==> src/rtl/pipe_stage_reg.sv <==
// rtl/pipe_stage_reg.sv - pipeline stage register with valid/ready handshake, flush and optional skid entry
module pipe_stage_reg #(
  parameter int unsigned     N       = 32,
  parameter logic [N-1:0]    RST_VAL = '0,
  parameter bit              SKID    = 1'b1
) (
  input  logic         clk,
  input  logic         rst,
  input  logic         flush,
  input  logic         in_valid,
  output logic         in_ready,
  input  logic [N-1:0] in_data,
  output logic         out_valid,
  input  logic         out_ready,
  output logic [N-1:0] out_data,
  output logic [1:0]   count
);

  typedef enum logic [1:0] {
    EMPTY = 2'd0,
    ONE   = 2'd1,
    TWO   = 2'd2
  } state_t;

  state_t       state, state_n;
  logic [N-1:0] main_q, skid_q;
  logic         in_ready_q;
  logic         acc, take;
  logic         load_main, main_from_skid, load_skid;

  assign out_valid = (state != EMPTY);
  assign out_data  = main_q;
  assign count     = state;

  // Without a skid entry the stage can only accept when its single slot is draining.
  assign in_ready  = SKID ? in_ready_q : (!out_valid || out_ready);

  assign acc  = in_valid && in_ready;
  assign take = out_valid && out_ready;

  always_comb begin
    state_n        = state;
    load_main      = 1'b0;
    main_from_skid = 1'b0;
    load_skid      = 1'b0;
    if (flush) begin
      state_n = EMPTY;
    end else begin
      unique case (state)
        EMPTY: begin
          if (acc) begin
            state_n   = ONE;
            load_main = 1'b1;
          end
        end
        ONE: begin
          if (acc && take) begin
            load_main = 1'b1;
          end else if (acc) begin
            state_n   = TWO;
            load_skid = 1'b1;
          end else if (take) begin
            state_n = EMPTY;
          end
        end
        TWO: begin
          if (take) begin
            state_n        = ONE;
            load_main      = 1'b1;
            main_from_skid = 1'b1;
          end
        end
        default: state_n = EMPTY;
      endcase
    end
  end

  always_ff @(posedge clk) begin
    if (rst) begin
      state      <= EMPTY;
      main_q     <= RST_VAL;
      skid_q     <= '0;
      in_ready_q <= 1'b0;
    end else begin
      state      <= state_n;
      in_ready_q <= (state_n != TWO);
      if (load_main) main_q <= main_from_skid ? skid_q : in_data;
      if (load_skid) skid_q <= in_data;
    end
  end

endmodule

==> config.mk <==
export PLATFORM = sky130hd
export DESIGN_NAME = pipe_stage_reg
export DESIGN_NICKNAME = d
export VERILOG_FILES = /design/src/rtl/pipe_stage_reg.sv
export SDC_FILE = /design/constraint.sdc
export NUM_CORES = 1
export LEC_CHECK = 0
export CORE_MARGIN = 8
export CORE_UTILIZATION = 50
export CTS_BUF_LIST = sky130_fd_sc_hd__clkbuf_4
export DETAILED_ROUTE_END_ITERATION = 8
export MAX_ROUTING_LAYER = met4
export PLACE_DENSITY_LB_ADDON = 0.08
export SYNTH_ARGS = -nofsm -noshare
export SYNTH_HDL_FRONTEND = slang
export SYNTH_SLANG_ARGS = --single-unit
==> constraint.sdc <==
create_clock -name clk -period 2.5 [get_ports clk]
set_clock_uncertainty 0.05 [all_clocks]
set_input_delay 0.25 -clock clk [delete_from_list [all_inputs] [get_ports clk]]
set_output_delay 0.25 -clock clk [all_outputs]
set_load 0.005 [all_outputs]
==> run metrics <==
Ys Warns 0; hold slack 0.352 ns; Fin. Hold Viols 0; initial antenna violation count 0; # Post-CTS Setup Buffers 0; critical-path cell list nand3b_4 -> o31ai_4 -> buf_4 -> nor2_1 -> nor3_2; Buf/Inv on CP 1; Slowest cell on crit path o31ai_4; setup violators final 0; Crit path depth 5; final worst slack 0.361 ns; Total GRT Usage roughly 18%; period utilization between 80% and 90%; die span in x 91.1 um; Final Slew Violations 0; commonest non-fill, non-tap cell in the layout clkdlybuf4s50_1; Final HPWL DP ~4600 um; Yosys cell types 24; CP Max Fanout 21; clk buf depth 2; crit path DAT 2.42 ns; FF-to-FF setup slack 0.36 ns; Worst Tran Pin Value roughly 0.95 ns; vias in the first global route 2483; CP Class flip-flop to flip-flop; clock period minus final worst setup slack ~2.1 ns; post-synthesis cell count 308; hold depth 2; highest clock rate approximately 0.47 GHz; Ports 73; Clock Pin Slew Worst Setup and Hold Paths 0.11 ns; Synth Cell Area between 2000 and 3000 um2; PD cells ~570 nW/um2; clk_lat worst skew about 0.4 ns; CTS sink count 67; Mean Syn Cell Area 9.16 um2; DRT antenna net count 0; grt ovf 0; core area 5470 um2; leak pwr 1.27 nW; worst hold path class input pin to flip-flop; CTS H-tree lvls 3; Slew HR 36.3%; number of max-cap violations 0; VDD IR max ~0.40 mV; row cnt 27; CP required 2.78 ns; Worst path top cell family by delay compound AO/OA/AOI/OAI gates; Design Power 2.15 mW; largest net degree at the start of global routing 37; Ant. Diodes 0; Worst Setup End Kind flip-flop; Die Y 91.1 um; final setup TNS 0 ns; DRT Wirelength 7070 um; R2R Path Start count[1]; post-CTS sizing 0; RSZ-0062 raised after global routing false; DRC violation count after routing 0; die area 8300 um2; Finished Cell Area 3760 um2; Syn Nets 345; final non-filler cell total 450; Startpoint Class flip-flop; placed instance count 434; Initial Util 51.6%; share of layout cells above drive strength 1 18.5%; FF-to-FF End out_data[17]; number of fill cells 473; Worst Hold Launch rst; setup slack at placement ~0.058 ns; Pre-antenna DRT Iters 4; DR vias/cell 5.46; most frequent cells in the layout clkdlybuf4s50_1 (71), dfxtp_1 (67), nand2_1 (65); GPL Wtd Cong around 0.73; register area share after synthesis 47.5%; CTS root buf clkbuf_4; hold endpoint skid_q[18]; placed cell areas 3610 um2; TritonCTS clock tree done; number of nets in the layout just over 400; cts hold-fix bufs 0; DR iter-0 viols 128; flops & latches, synth 67; first-pass GRT wire length 11900 um; area grow syn2layout 33.3%; post-DR wirelength/cell around 16 um; fin util a little under 70%; Vias 2458; Port Buf Inserts 72; CTS buffer count 9; R2R cell count 5; Critical Path Max Stage Delay 0.83 ns; run status completed
cell type report:
cell class	count	area, um2	area share, %
multi-input cells	211	1350	35.9
flip-flops and latches	67	1340	35.7
repair buffers	82	816	21.7
well taps	72	90.1	2.39
clock inverters	6	80.1	2.13
clock buffers	10	75.1	2.00
inverters	2	7.51	0.200
per-layer routing:
metal / vias up / global-route usage [%] / share of wire (%)
met1: 1161 / 20.8 / 44
met5: - / - / 0
met2: 71 / 27.8 / 48
met4: 0 / 7.09 / 1.5
li1: 1217 / - / -
met3: 9 / 5.68 / 6.3
report_power, final:
group / total [mW] / switching, mW / internal (mW) / leakage, nW
logic: 0.248 / 0.107 / 0.141 / 0.640
registers: 1.11 / 0.0170 / 1.10 / 0.544
clock network: 0.793 / 0.383 / 0.409 / 0.0815
cells by family after synthesis:
kind of cell    share of synthesized area (%)
flops                                    47.5
simple gates                             25.1
compound gates                           21.8
xor+xnor                                0.310
buf+inv                                  5.28
synthesized netlist by cell type:
library cell | count | share of area, %
dfxtp_1 | 67 | 48
nand2_1 | 65 | 8.6
a21oi_1 | 34 | 6.0
nor2_1 | 33 | 4.4
a221oi_2 | 20 | 11
nor3_2 | 19 | 6.7
nor3_1 | 15 | 2.7
buf_2 | 14 | 2.5
a221oi_1 | 12 | 3.7
clkbuf_1 | 9 | 1.2
buf_4 | 5 | 1.3
inv_1 | 2 | 0.27
nor2b_1 | 2 | 0.44
and2_1 | 1 | 0.22
nand2b_1 | 1 | 0.22
nand3b_4 | 1 | 0.71
nand4bb_1 | 1 | 0.40
nor4_1 | 1 | 0.22
o31a_1 | 1 | 0.31
o31a_4 | 1 | 0.62
o31ai_2 | 1 | 0.44
or2_2 | 1 | 0.22
or3_1 | 1 | 0.22
xnor2_1 | 1 | 0.31
worst max-delay path by stage:
stage                   end  slack [ns]      from
2_1_floorplan  out_data[21]        1.02  count[1]
3_3_place_gp   out_data[25]        0.12  in_valid
3_5_place_dp   out_data[17]        0.06  in_valid
4_1_cts        out_data[17]        0.35  count[1]
5_1_grt        out_data[21]        0.22  count[1]
6_report       out_data[17]        0.36  count[1]
sequential cells by signal, summed over array words and instances (netlist names):
| signal | count |
|---|---|
| out_data | 32 |
| skid_q | 32 |
| in_ready | 1 |
| count | 2 |
worst reg2reg max path: stages, from the launching register on:
cell and delay, ns:
dfxtp_1 0.39, nand3b_4 0.23, o31ai_4 0.83, buf_4 0.33, nor2_1 0.08, nor3_2 0.16
Power figures use the tool's default switching activity.
